$ cat src/rtl/factory_pio_pkg.sv
// factory_pio_pkg: register map addresses and edge-capture mode encodings shared by the PIO block
package factory_pio_pkg;
  localparam logic [2:0] ADDR_DATA    = 3'd0;
  localparam logic [2:0] ADDR_DIR     = 3'd1;
  localparam logic [2:0] ADDR_IRQMASK = 3'd2;
  localparam logic [2:0] ADDR_EDGECAP = 3'd3;
  localparam logic [2:0] ADDR_OUTSET  = 3'd4;
  localparam logic [2:0] ADDR_OUTCLR  = 3'd5;
  localparam int EDGE_RISING  = 0;
  localparam int EDGE_FALLING = 1;
  localparam int EDGE_ANY     = 2;
endpackage

$ cat src/rtl/factory_pio_sync.sv
// factory_pio_sync: two-stage synchroniser (clk, reset, d -> q) for WIDTH asynchronous pins
module factory_pio_sync #(
  parameter int WIDTH = 8
) (
  input  logic             clk,
  input  logic             reset,
  input  logic [WIDTH-1:0] d,
  output logic [WIDTH-1:0] q
);
  logic [WIDTH-1:0] s1;
  always_ff @(posedge clk) begin
    if (reset) begin
      s1 <= '0;
      q  <= '0;
    end else begin
      s1 <= d;
      q  <= s1;
    end
  end
endmodule

$ cat src/rtl/factory_pio_v2.sv
// factory_pio_v2: bus-mapped PIO (DATA/DIR/IRQMASK/EDGECAP/OUTSET/OUTCLR) driving out_port/oe/irq from in_port
module factory_pio_v2 import factory_pio_pkg::*; #(
  parameter int          WIDTH       = 8,
  parameter logic [31:0] RESET_VALUE = '0,
  parameter int          EDGE_TYPE   = EDGE_RISING
) (
  input  logic             clk,
  input  logic             reset,
  input  logic [2:0]       address,
  input  logic             chipselect,
  input  logic             write_n,
  input  logic             read_n,
  input  logic [31:0]      writedata,
  output logic [31:0]      readdata,
  input  logic [WIDTH-1:0] in_port,
  output logic [WIDTH-1:0] out_port,
  output logic [WIDTH-1:0] oe,
  output logic             irq
);
  logic [WIDTH-1:0] data_q, dir_q, mask_q, cap_q, sync_q, prev_q, wd, det_raw, det, rd_val;
  logic [1:0] start_q;
  logic wr, rd, unused_wd;
  assign wr = chipselect & ~write_n;
  assign rd = chipselect & ~read_n;
  assign wd = writedata[WIDTH-1:0];
  assign unused_wd = ^(writedata >> WIDTH);
  assign out_port = data_q;
  assign oe = dir_q;
  factory_pio_sync #(.WIDTH(WIDTH)) u_sync (
    .clk   (clk),
    .reset (reset),
    .d     (in_port),
    .q     (sync_q)
  );
  always_comb begin
    det_raw = EDGE_TYPE == EDGE_FALLING ? ~sync_q & prev_q :
              EDGE_TYPE == EDGE_ANY     ? sync_q ^ prev_q  : sync_q & ~prev_q;
    det = start_q == 2'd3 ? det_raw : '0;
    rd_val = address == ADDR_DATA    ? (data_q & dir_q) | (sync_q & ~dir_q) :
             address == ADDR_DIR     ? dir_q  :
             address == ADDR_IRQMASK ? mask_q :
             address == ADDR_EDGECAP ? cap_q  : '0;
  end
  always_ff @(posedge clk) begin
    if (reset) begin
      data_q   <= RESET_VALUE[WIDTH-1:0];
      dir_q    <= '0;
      mask_q   <= '0;
      cap_q    <= '0;
      prev_q   <= '0;
      start_q  <= '0;
      irq      <= 1'b0;
      readdata <= '0;
    end else begin
      prev_q   <= sync_q;
      start_q  <= start_q == 2'd3 ? start_q : start_q + 2'd1;
      irq      <= |(cap_q & mask_q);
      readdata <= rd ? 32'(rd_val) : '0;
      // a fresh edge wins over a same-cycle write-1-to-clear
      cap_q    <= (cap_q & ~(wr && address == ADDR_EDGECAP ? wd : '0)) | det;
      if (wr && address == ADDR_DATA) data_q <= wd;
      if (wr && address == ADDR_OUTSET) data_q <= data_q | wd;
      if (wr && address == ADDR_OUTCLR) data_q <= data_q & ~wd;
      if (wr && address == ADDR_DIR) dir_q <= wd;
      if (wr && address == ADDR_IRQMASK) mask_q <= wd;
    end
  end
endmodule
$ cat config.mk
export PLATFORM = sky130hd
export DESIGN_NAME = factory_pio_v2
export DESIGN_NICKNAME = d
export VERILOG_FILES = /design/src/rtl/factory_pio_pkg.sv /design/src/rtl/factory_pio_sync.sv /design/src/rtl/factory_pio_v2.sv
export SDC_FILE = /design/constraint.sdc
export NUM_CORES = 1
export LEC_CHECK = 0
export CORE_ASPECT_RATIO = 0.7
export CORE_MARGIN = 1
export CORE_UTILIZATION = 47
export CTS_BUF_LIST = sky130_fd_sc_hd__clkbuf_8
export DETAILED_ROUTE_END_ITERATION = 16
export PLACE_DENSITY_LB_ADDON = 0.25
export SYNTH_ARGS = -nofsm -noshare
export SYNTH_HDL_FRONTEND = slang
export SYNTH_SLANG_ARGS = --single-unit
$ cat constraint.sdc
create_clock -name clk -period 1.35 [get_ports clk]
set_input_delay 0.2025 -clock clk [delete_from_list [all_inputs] [get_ports clk]]
set_output_delay 0.2025 -clock clk [all_outputs]
set_load 0.01 [all_outputs]
# Word-level counts from Yosys, hierarchy flattened
# Cells that the tools add are included.
[op_classes] addsub=1 n_mul=0 div=0 order_cmp=0 eq_ne=6 shifts=0 n_mux=9 n_bitwise=18 n_reduce_logical=10
[op_table] op="8-bit 2-to-1 mux" count=9
[op_table] op="8-bit bitwise AND" count=6
[op_table] op="8-bit inverter" count=4
[op_table] op="8-bit bitwise OR" count=3
[op_table] op="8-bit OR reduction" count=1
[op_table] op="3-bit by 2-bit equality test with 1-bit output, second input constant" count=2
[op_table] op="3-bit equality test, second input constant" count=2
[op_table] op="1-bit logical AND" count=6
[op_table] op="3-bit by 1-bit equality test with 1-bit output, second input constant" count=1
[op_table] op="3-bit logical NOT" count=1
[op_table] op="1-bit inverter" count=3
[op_table] op="3-bit nonzero test" count=1
[op_table] op="2-bit by 1-bit adder with 2-bit output, second input constant" count=1
[op_table] op="1-bit bitwise AND" count=2
[op_table] op="2-bit equality test, second input constant" count=1
[op_table] op="2-bit OR reduction" count=1
[totals] reg_bits=91 latchBits=0 ramBits=0 romBits=0 in_bits=48 out_inout_bits=49 wordCells=55 n_memories=0

# Depth between registers and ports, before layout
[logic_depth] ltp_word=7 mapped_depth=5 ltp_nobuf=3

# By module
# A second synthesis with hierarchy kept.
[hier_totals] hier_cells=299 hier_area_um2=2901.5
[modules_own_cells] mod="factory_pio_v2" instances=1 cells_each=266 area_per_inst_um2=2437.3 seq_area_each_um2=1021.0
[modules_own_cells] mod="factory_pio_sync" instances=1 cells_each=33 area_per_inst_um2=464.2 seq_area_each_um2=320.3

# Worst setup path before layout
# OpenSTA, ideal clock, no wires.
[synth_path] path_type="input to register" startpoint="input reset" endpoint="register readdata[0]" arrival_time_ns=1.070 slack_ns=0.203 path_stages=4 n_path_buf=2 path_cell_list="buf_6 or4b_4 buf_6 nor3_1"
[synth_via] elab_chain_len=1
[synth_rtl] element="start: declaration" line_no="factory_pio_v2.sv:8" text="input logic reset,"
[synth_rtl] element="2-bit OR reduction (no source line)"
[synth_rtl] element="end signal: assignment" line_no="factory_pio_v2.sv:58" text="readdata <= rd ? 32'(rd_val) : '0;"
[synth_rtl] element="end: declaration" line_no="factory_pio_v2.sv:14" text="output logic [31:0] readdata,"
# Every way passes these cells.
# A chain may end at the register's enable or synchronous reset.

# Final worst setup path
[layout_path] startpoint="input chipselect" endpoint="register readdata[4]"
[layout_via] elab_chain_len=3
[layout_rtl] element="start: declaration" line_no="factory_pio_v2.sv:10" text="input logic chipselect,"
[layout_rtl] element="1-bit bitwise AND" line_no="factory_pio_v2.sv:24" text="assign rd = chipselect & ~read_n;"
[layout_rtl] element="1-bit inverter (no source line)"
[layout_rtl] element="2-bit OR reduction (no source line)"
# Every way passes these cells.

==> flow_summary_export.csv <==
group,metric,value,unit
setup_path,cp_max_fo,8,
synth,yosysWarnings,0,
synth,syn_avg_cell_area,9.622,um2
setup_path,required,1.60,ns
job,maxCapViolations,0,
clock_network,cts_setup_buffers,0,
detailed_routing,num_vias,2262,
power_and_ir_drop,powerDensity,1099,mW/mm2
floorplanning,coreArea,0.005813,mm2
clock_network,clk_latency,0.34,ns
setup_path,cp_data_arrival_time,1.56,ns
synth,ys_ff_latch,67,
detailed_routing,wl,6325,um
timing,setup_viol,0,
global_route,grt_max_degree,49,
timing,finalHoldViolCount,0,
floorplanning,initial_utilization,49.66,%
detailed_routing,first_iter_violations,117,
timing,rsz0062_at_grt,"yes",
setup_path,crit_path_top_delay_cell,"or4b_4",
cells_and_area,nFillCells,511,
cells_and_area,layout.area.seq,0.001349,mm2
power_and_ir_drop,power.leakage,1.462,nW
synth,synthDistinctLibCells,35,
cells_and_area,finalNonFillerCells,439,
setup_path,path_cells,"clkdlybuf4s50_1 > or4b_4 > nor3_1",
floorplanning,die_h,67.57,um
timing,finalCritPeriodShare,96.70,%
floorplanning,die_x,95.67,um
global_route,grt_pass1_vias,2054,
cells_and_area,multiInputGateArea,0.001346,mm2
cells_and_area,layout-drive-gt1-share,13.74,%
synth,yosysSeqAreaShare,46.47,%
timing,maxSlewViolCount,0,
clock_network,clk_transition_reported_paths,0.07,ns
placement,dp_cells,425,
clock_network,cts_hold_buf,0,
synth,synth_top_area_share,46.47,%
placement,io_buffers,48,
cells_and_area,syn2layout_area_growth,24.53,%
power_and_ir_drop,vdd_ir_drop_max,0.7229,mV
floorplanning,dieArea,0.006464,mm2
timing,holdWs,0.2352,ns
clock_network,ctsHtreeMaxLevel,3,
clock_network,cts_root_buf,"clkbuf_8",
setup_path,path_class,"primary input to register",
setup_path,cp-start-kind,"primary input",
cells_and_area,num_antenna_cells,0,
placement,place_area,0.003416,mm2
cells_and_area,most-common-layout-cells,"dfxtp_1 (61), nor2b_1 (33), dlygate4sd2_1 (25)",
global_route,overflow,0,
clock_network,cts_tree,"built",
setup_path,critPathBufInv,1,
min_path,min_path_type,"primary input to register",
setup_path,slowest_delay,0.56,ns
setup_path,endpoint_kind,"register",
synth,syn_area,0.002887,mm2
detailed_routing,post_drt_wl_per_cell,14.41,um
detailed_routing,final_antenna_net_count,0,
placement,place.gp.congestion,0.8059,
global_route,grt_antenna_before_repair,0,
timing,clock.fmax,0.7660,GHz
cells_and_area,finalInstanceArea,0.003595,mm2
timing,worst_clock_skew,0.007175,ns
global_route,grt_pass1_wl,10040,um
run_status,outcome,"completed",
placement,dp_hpwl,4523,um
detailed_routing,drcViolationCount,0,
setup_path,crit_family,"simple AND/OR/NAND/NOR gates",
clock_network,numCtsBuffers,9,
floorplanning,row_count,23,
synth,yosys.area.top_type,"dfxtp_1",
cells_and_area,utilization,61.84,%
detailed_routing,viasPerCell,5.153,
synth,synth_cells,300,
synth,yosys-top-cells-area,"dfxtp_1 (46%), buf_4 (7.3%), nor2b_1 (7.2%)",
cells_and_area,layout_commonest_cell,"dfxtp_1",
floorplanning,num_io_pins,97,
detailed_routing,first_pass_iters,5,
clock_network,clock_sinks,67,
timing,final.min_clock_period,1.305,ns
clock_network,cts_max_path_buffers,2,
cells_and_area,fin_nets,410,
timing,tns,0,ns
global_route,grtUsageTotal,21.37,%
-- cells in the mapped netlist --
library cell  count
inv_1             9
clkbuf_1          9
nand3_1           8
xor2_1            1
a211oi_1          7
o21ai_0          24
buf_4            28
a41oi_1           1
a41o_1            1
a211oi_2          1
dfxtp_1          67
mux2i_1          17
nand2b_1         17
nor2_4            1
nor3b_2           1
nand4bb_1         1
buf_6             2
o2bb2ai_1         8
nand2_1           8
a21o_1            1
nor3_2            1
a21oi_1          16
o32ai_1           8
or4b_4            1
a22oi_1           4
nor2_1            3
buf_2             2
conb_1            1
nor3_1            7
or3_1             1
or3b_2            1
ha_1              1
nor4b_2           1
nand3b_1          8
nor2b_1          33
-- logic make-up (layout without fill, tap and decap cells) --
group | count (synthesis) | count (layout) | share of synthesized area (%)
AO/OA/AOI/OAI | 71 | 71 | 16.00
XOR/XNOR | 1 | 1 | 0.3035
adder cells (fa/ha/maj) | 1 | 1 | 0.4334
other | 1 | 24 | 0.1299
AND/OR/NAND/NOR | 92 | 92 | 20.03
multiplexers | 17 | 17 | 5.895
buffers and inverters | 50 | 91 | 10.75
flip-flops | 67 | 67 | 46.47
-- worst paths after layout --
kind              slack [ns]                 endpoint  cells past startpoint               startpoint
setup / recovery        0.04   readdata[4]$_SDFF_PP0_                      3               chipselect
setup reg to reg        0.31  start_q[1]$_SDFFE_PP0N_                      4  start_q[0]$_SDFFE_PP0N_
hold reg to reg         0.44   u_sync.q[3]$_SDFF_PP0_                      1  u_sync.s1[3]$_SDFF_PP0_
hold / removal          0.24       oe[6]$_SDFFE_PP0P_                      3                    reset
-- registers in the layout, summed over array words and instances, names as in the netlist, 2 cells and up --
register	flops
prev_q	8
u_sync.s1	8
start_q	2
cap_q	8
u_sync.q	8
out_port	8
oe	8
readdata	8
mask_q	8
-- through the flow --
stage               power, mW  worst slack (ns)
global placement        2.532           -0.3698
CTS                     3.980           0.03770
floorplan               2.405            0.2026
detailed placement      2.540           -0.3834
finish                  3.949           0.04451
global route            4.147          -0.01493
-- where the power goes --
| group | total [mW] | internal (mW) | switching [mW] | leakage [nW] |
|---|---|---|---|---|
| registers | 2.08 | 2.04 | 0.0361 | 0.548 |
| logic | 0.427 | 0.204 | 0.223 | 0.825 |
| clock network | 1.45 | 0.736 | 0.711 | 0.0885 |
| total | 3.95 | 2.98 | 0.970 | 1.46 |
-- per-layer routing --
metal	track usage (%)	routed length [um]	vias to the layer above
li1	-	-	1119
met1	27.98	3041	1046
met2	31.79	2815	90
met3	9.122	398	7
met4	6.716	70	0
met5	0	0	-
-- cell type report --
cell class | count | area share (%)
clock buffers | 11 | 4.212
clock inverters | 3 | 0.4525
inverters | 9 | 0.9398
multi-input cells | 206 | 37.45
flip-flops and latches | 67 | 37.52
well taps | 75 | 2.611
repair buffers | 68 | 16.81
-- worst reg2reg max path: stages, from the launching register on --
cell,delay (ns)
dfxtp_1,0.36
ha_1,0.15
buf_4,0.17
mux2i_1,0.19
nor2_1,0.05
-- timing repair --
item                                   4_1_cts  5_1_grt
endpoints found under the hold margin        0        0
setup endpoints to repair                   33       15
pin swaps                                    0        2
gates resized for setup                     34        6
cloned                                       0        0
(Power assumes the default switching activity.)
